**config.mk**
```make
export PLATFORM = sky130hd
export DESIGN_NAME = tt_um_ternary_seq_ctrl
export DESIGN_NICKNAME = d
export VERILOG_FILES = /design/src/rtl/tt_um_ternary_seq_ctrl.sv
export SDC_FILE = /design/constraint.sdc
export NUM_CORES = 1
export LEC_CHECK = 0
export ABC_AREA = 1
export CORE_MARGIN = 2
export CORE_UTILIZATION = 40
export DETAILED_ROUTE_END_ITERATION = 8
export PLACE_DENSITY = 0.71
export SYNTH_ARGS = -nofsm -noshare
export SYNTH_HDL_FRONTEND = slang
export SYNTH_SLANG_ARGS = --single-unit
```
**constraint.sdc**
```tcl
create_clock -name clk -period 1.3 [get_ports clk]
set_clock_uncertainty 0.05 [all_clocks]
set_input_delay 0.325 -clock clk [delete_from_list [all_inputs] [get_ports clk]]
set_output_delay 0.325 -clock clk [all_outputs]
set_load 0.02 [all_outputs]
```
**src/rtl/tt_um_ternary_seq_ctrl.sv**
```systemverilog
// Start/done, valid/ready sequencer for the ternary weight-load / matrix-vector-multiply datapath.
// Optional feature macro: TERNARY_SEQ_KEEP_WEIGHTS_EN (skip the weight load when resident weights are valid).
module tt_um_ternary_seq_ctrl #(
    parameter int MAX_IN_LEN  = 16,
    parameter int MAX_OUT_LEN = 8,
    parameter int BUS_W       = 16,
    parameter int PIPE_LAT    = 1,
    parameter int LOAD_BEATS  = (2 * MAX_IN_LEN * MAX_OUT_LEN) / BUS_W
) (
    input  logic                           clk,
    input  logic                           rst,
    input  logic                           start,
    input  logic                           skip_load,
    input  logic [7:0]                     vec_count,
    input  logic                           abort,
    input  logic                           in_valid,
    output logic                           in_ready,
    output logic                           load_en,
    output logic [3:0]                     load_col,
    output logic                           vec_cap,
    output logic                           mult_en,
    output logic [$clog2(MAX_OUT_LEN)-1:0] mult_row,
    output logic                           out_valid,
    output logic [$clog2(MAX_OUT_LEN)-1:0] out_row,
    output logic                           busy,
    output logic                           done
);

    localparam int ROW_W   = $clog2(MAX_OUT_LEN);
    localparam int DRAIN_W = (PIPE_LAT > 1) ? $clog2(PIPE_LAT) : 1;

    localparam logic [3:0]         LAST_COL   = 4'(LOAD_BEATS - 1);
    localparam logic [ROW_W-1:0]   LAST_ROW   = ROW_W'(MAX_OUT_LEN - 1);
    localparam logic [DRAIN_W-1:0] DRAIN_LAST = DRAIN_W'(PIPE_LAT - 1);

`ifdef TERNARY_SEQ_KEEP_WEIGHTS_EN
    localparam bit KEEP_WEIGHTS = 1'b1;
`else
    localparam bit KEEP_WEIGHTS = 1'b0;
`endif

    typedef enum logic [2:0] {
        S_IDLE,
        S_LOAD,
        S_MULT,
        S_DRAIN,
        S_DONE
    } state_t;

    state_t               state;
    logic [3:0]           col;
    logic [ROW_W-1:0]     row;
    logic [7:0]           vec_left;
    logic [DRAIN_W-1:0]   drain_cnt;
    logic                 weights_ok;

    logic                 accept;
    logic                 abort_now;
    logic                 skip_taken;

    logic [PIPE_LAT-1:0]            ov_pipe;
    logic [PIPE_LAT-1:0][ROW_W-1:0] row_pipe;

    assign abort_now  = abort && (state != S_IDLE);
    assign skip_taken = KEEP_WEIGHTS && skip_load && weights_ok;

    assign load_col = col;
    assign mult_row = row;
    assign out_valid = ov_pipe[PIPE_LAT-1];
    assign out_row   = row_pipe[PIPE_LAT-1];

    // Handshake strobes are combinational so a beat is written in the cycle it is accepted;
    // abort suppresses them so an aborted cycle never consumes a beat.
    always_comb begin
        // NOTE: every output gets a default first so no path leaves it unassigned (no latch).
        in_ready = 1'b0;
        if (!abort) begin
            unique case (state)
                S_LOAD:  in_ready = 1'b1;
                S_MULT:  in_ready = (row == '0);
                default: in_ready = 1'b0;
            endcase
        end
        accept  = in_valid && in_ready;
        load_en = (state == S_LOAD) && accept;
        vec_cap = (state == S_MULT) && accept;
        mult_en = (state == S_MULT) && !abort && ((row != '0) || in_valid);
    end

    // NOTE: sequential state uses non-blocking assignments so every register sees pre-edge values.
    always_ff @(posedge clk or posedge rst) begin
        if (rst) begin
            state      <= S_IDLE;
            col        <= '0;
            row        <= '0;
            vec_left   <= '0;
            drain_cnt  <= '0;
            weights_ok <= 1'b0;
            busy       <= 1'b0;
            done       <= 1'b0;
        end else begin
            done <= 1'b0;
            if (abort_now) begin
                state     <= S_IDLE;
                busy      <= 1'b0;
                col       <= '0;
                row       <= '0;
                vec_left  <= '0;
                drain_cnt <= '0;
                if (state == S_LOAD) begin
                    weights_ok <= 1'b0;
                end
            end else begin
                unique case (state)
                    S_IDLE: begin
                        if (start && !abort) begin
                            vec_left <= vec_count;
                            busy     <= 1'b1;
                            if (skip_taken) begin
                                state <= (vec_count == 8'd0) ? S_DRAIN : S_MULT;
                            end else begin
                                state <= S_LOAD;
                            end
                        end
                    end
                    S_LOAD: begin
                        if (accept) begin
                            if (col == LAST_COL) begin
                                col        <= '0;
                                weights_ok <= 1'b1;
                                state      <= (vec_left == 8'd0) ? S_DRAIN : S_MULT;
                            end else begin
                                col <= col + 4'd1;
                            end
                        end
                    end
                    S_MULT: begin
                        if (mult_en) begin
                            if (row == LAST_ROW) begin
                                row      <= '0;
                                vec_left <= vec_left - 8'd1;
                                if (vec_left == 8'd1) begin
                                    state <= S_DRAIN;
                                end
                            end else begin
                                row <= row + 1'b1;
                            end
                        end
                    end
                    S_DRAIN: begin
                        // Hold until the last multiplier result has left the output pipeline.
                        if (drain_cnt == DRAIN_LAST) begin
                            drain_cnt <= '0;
                            state     <= S_DONE;
                            done      <= 1'b1;
                        end else begin
                            drain_cnt <= drain_cnt + 1'b1;
                        end
                    end
                    S_DONE: begin
                        state <= S_IDLE;
                        busy  <= 1'b0;
                    end
                    default: begin
                        state <= S_IDLE;
                        busy  <= 1'b0;
                    end
                endcase
            end
        end
    end

    // Result-valid pipeline mirrors the multiplier latency.
    always_ff @(posedge clk or posedge rst) begin
        if (rst) begin
            // NOTE: this shift register is reset (unlike a data RAM) because out_valid must read 0.
            ov_pipe  <= '0;
            row_pipe <= '0;
        end else if (abort_now) begin
            ov_pipe  <= '0;
            row_pipe <= '0;
        end else begin
            ov_pipe[0]  <= mult_en;
            row_pipe[0] <= row;
            for (int i = 1; i < PIPE_LAT; i++) begin
                ov_pipe[i]  <= ov_pipe[i-1];
                row_pipe[i] <= row_pipe[i-1];
            end
        end
    end

endmodule
```
==> results of run 1 <==
cell families (layout without fill, tap and decap cells):
| family | count (synthesis) | count (layout) | synth area share |
|---|---|---|---|
| xor+xnor | 1 | 1 | 0.00587 |
| simple gates | 112 | 112 | 0.333 |
| compound gates | 26 | 26 | 0.0990 |
| fa+ha+maj | 7 | 7 | 0.0587 |
| buf+inv | 38 | 136 | 0.101 |
| flops | 24 | 24 | 0.403 |
worst max-delay path, stage by stage, from the launching register on:
cell and delay [ps]:
dfrtp_2 430, inv_2 80, ha_4 130, inv_2 40
nor2_4 90, nand2_1 70, nand2_2 70, nand2_2 60
nor2_4 100, buf_6 120
repair_timing:
action | 4_1_cts | 5_1_grt
pin swaps | 14 | 13
cloned | 0 | 0
gates resized for setup | 120 | 36
setup buffers | 10 | 11
endpoints found under the setup margin | 39 | 33
state kept, by name, indices dropped and copies added (netlist names):
register and cells:
done 1, load_col 4, state 3, mult_row 3
out_valid 1, busy 1, out_row 3, vec_left 8
layer usage:
metal / share of wire / vias up / GRT usage
li1: - / 846 / -
met1: 0.41 / 811 / 0.285
met2: 0.52 / 47 / 0.420
met3: 0.043 / 15 / 0.0330
met4: 0.028 / 0 / 0.0911
met5: 0 / - / 0
report_power, final:
group / internal, uW / leakage, uW / switching (uW)
Clock: 413 / 0.0000357 / 276
Sequential: 990 / 0.000308 / 231
Combinational: 1790 / 0.00103 / 1850
worst max path at each step:
stage | depth (start not counted) | to | start | slack, ps
2_1_floorplan | 8 | vec_cap | mult_row[1]$_DFFE_PP0P_ | -320
3_3_place_gp | 9 | vec_cap | abort | -990
3_5_place_dp | 9 | vec_cap | abort | -1010
4_1_cts | 9 | vec_cap | mult_row[1]$_DFFE_PP0P_ | -520
5_1_grt | 13 | vec_left[4]$_DFFE_PP0P_ | mult_row[0]$_DFFE_PP0P_ | -620
6_report | 9 | vec_cap | mult_row[1]$_DFFE_PP0P_ | -560
final cells by class:
class,count,area [sq um]
Multi-Input combinational cell,146,967
Fill cell,260,921
Timing Repair Buffer,96,863
Sequential cell,24,608
Inverter,36,143
Tap cell,48,60.1
Clock buffer,3,41.3
Clock inverter,1,30.0
cell usage after synthesis (3+ instances only):
library cell  number
a21oi_1            5
dfrtp_1           24
ha_1               7
inv_1             31
inv_2              5
nand2_1           58
nand3_1           18
nand4_1            3
nor2_1            22
nor3_1             3
o21ai_0           14
o21ai_1            3
through the flow:
stage | power, uW | setup slack, ps
3_5_place_dp | 4010 | -1010
4_1_cts | 5070 | -523
5_1_grt | 5960 | -620
3_3_place_gp | 3950 | -993
2_1_floorplan | 2740 | -320
6_report | 5560 | -557
placed cells by master, fill, tap and decap left out, drive strengths merged, types with 5 or more instances in the layout:
cell type	n
inv	36
nand2	60
a21oi	5
clkdlybuf4s50	11
dfrtp	24
buf	82
o21ai	18
ha	7
nor2	25
nand3	20
==> out/metrics.yaml, run 1 <==
status:
  outcome: "complete, but fails checks"
  violations: "negative setup slack"
critical_path:
  critical_path_class: "flop to output pin"
  r2r-start: "mult_row[0]$_DFFE_PP0P_"
  r2r_cells: 13
  r2r_end: "vec_left[5]$_DFFE_PP0P_"
  end_kind: "output pin"
  setup.worst_path.start_class: "flop"
  arrival_ps: 1480
  path_max_fanout: 2
  r2r_setup_slack_ps: -530
  required_ps: 930
grt:
  grt.overflow.total: 0
  grt_antenna_before_repair: 0
  grt_pass1_wl_microns: 7570
  grt_max_degree: 25
  grt_use_total: 0.235
  grt_pass1_vias: 1683
layout:
  antennaDiodeCount: 0
  design_area_sq_um: 2710
  nets: 328
  instances_no_fill: 354
  fin_util: 0.747
  drive_gt1_frac: 0.493
  area_delta_synth_final_pct: 81.9
clocking:
  numCtsBuffers: 3
  clockRootBuffer: "clkbuf_8"
  cts_tree: "built"
  path_clk_slew_ps: 90
  clockBufferDepth: 2
  hold_buffers: 0
  cts_sinks: 24
  clkLatencyLatePin_ps: 280
  h-tree-depth: 1
route:
  first_pass_iters: 4
  post_drt_wl_per_cell_microns: 14.2
  wl_microns: 5040
  antenna_left: 0
  drtIter0Drc: 97
  vias: 1719
  vias_per_cell: 4.86
  post-route-drc-count: 0
min_path:
  hp-class: "input pin to asynchronous set/reset pin"
timing:
  period_share: 1.43
  worst_slack_ps: -557
  max_freq_mhz: 538
  setup_viol: 28
  hold_viol: 0
  rsz0062_at_grt: "yes"
  fin_crit_ps: 1860
  tns_ps: -10810
  tightest_slew_ps: 262
  maxSlewHeadroom: 0.824
  drv_slew: 0
  timing.hold.ws_ps: 319
pwr:
  vdd_drop_max_mv: 1.07
  power_leakage_uw: 0.00137
  power_density_nw_per_um2: 2050
synth:
  netlist_top_cells_area: "dfrtp_1 40%, nand2_1 15%, inv_1 7.8%"
  yosysTopAreaCellShare: 0.403
  syn_area_sq_um: 1490
  syn-instance-count: 208
  synthFlopType: "dfrtp_1"
  synth.distinct_cells: 23
  syn-num-nets: 229
  ys_warn_count: 0
  synthArstFlopShare: 1.00
  synth_largest_area_cell: "dfrtp_1"
  synth_edf_count: 0
  ys_seq_area_frac: 0.403
  avgSynthCellArea_sq_um: 7.17
  ys_seq_elements: 24
floorplan:
  core_area_sq_um: 3630
  dieArea_sq_um: 4230
  start_util: 0.410
  row_count: 22
  die_x_microns: 65.1
  io-pin-count: 31
  die_h_microns: 65.1
run:
  drv_cap: 0
place:
  io_buffers: 29
  place_inst: 333
  place.gp.congestion: 0.806
  placed_cell_area_sq_um: 2290
  hpwl_microns: 3000
Note: power is estimated with default switching activity, not from simulation.
==> inputs of run 2 (changes only) <==
Settings changed: CTS_CLUSTER_SIZE set to 40.
==> results of run 2 <==
The final DEF is identical to that of run 1; final timing and power are the same.
==> inputs of run 3 (changes only) <==
Settings changed: CAP_MARGIN set to 20.
==> results of run 3 <==
The final DEF is identical to that of run 1; final timing and power are the same.
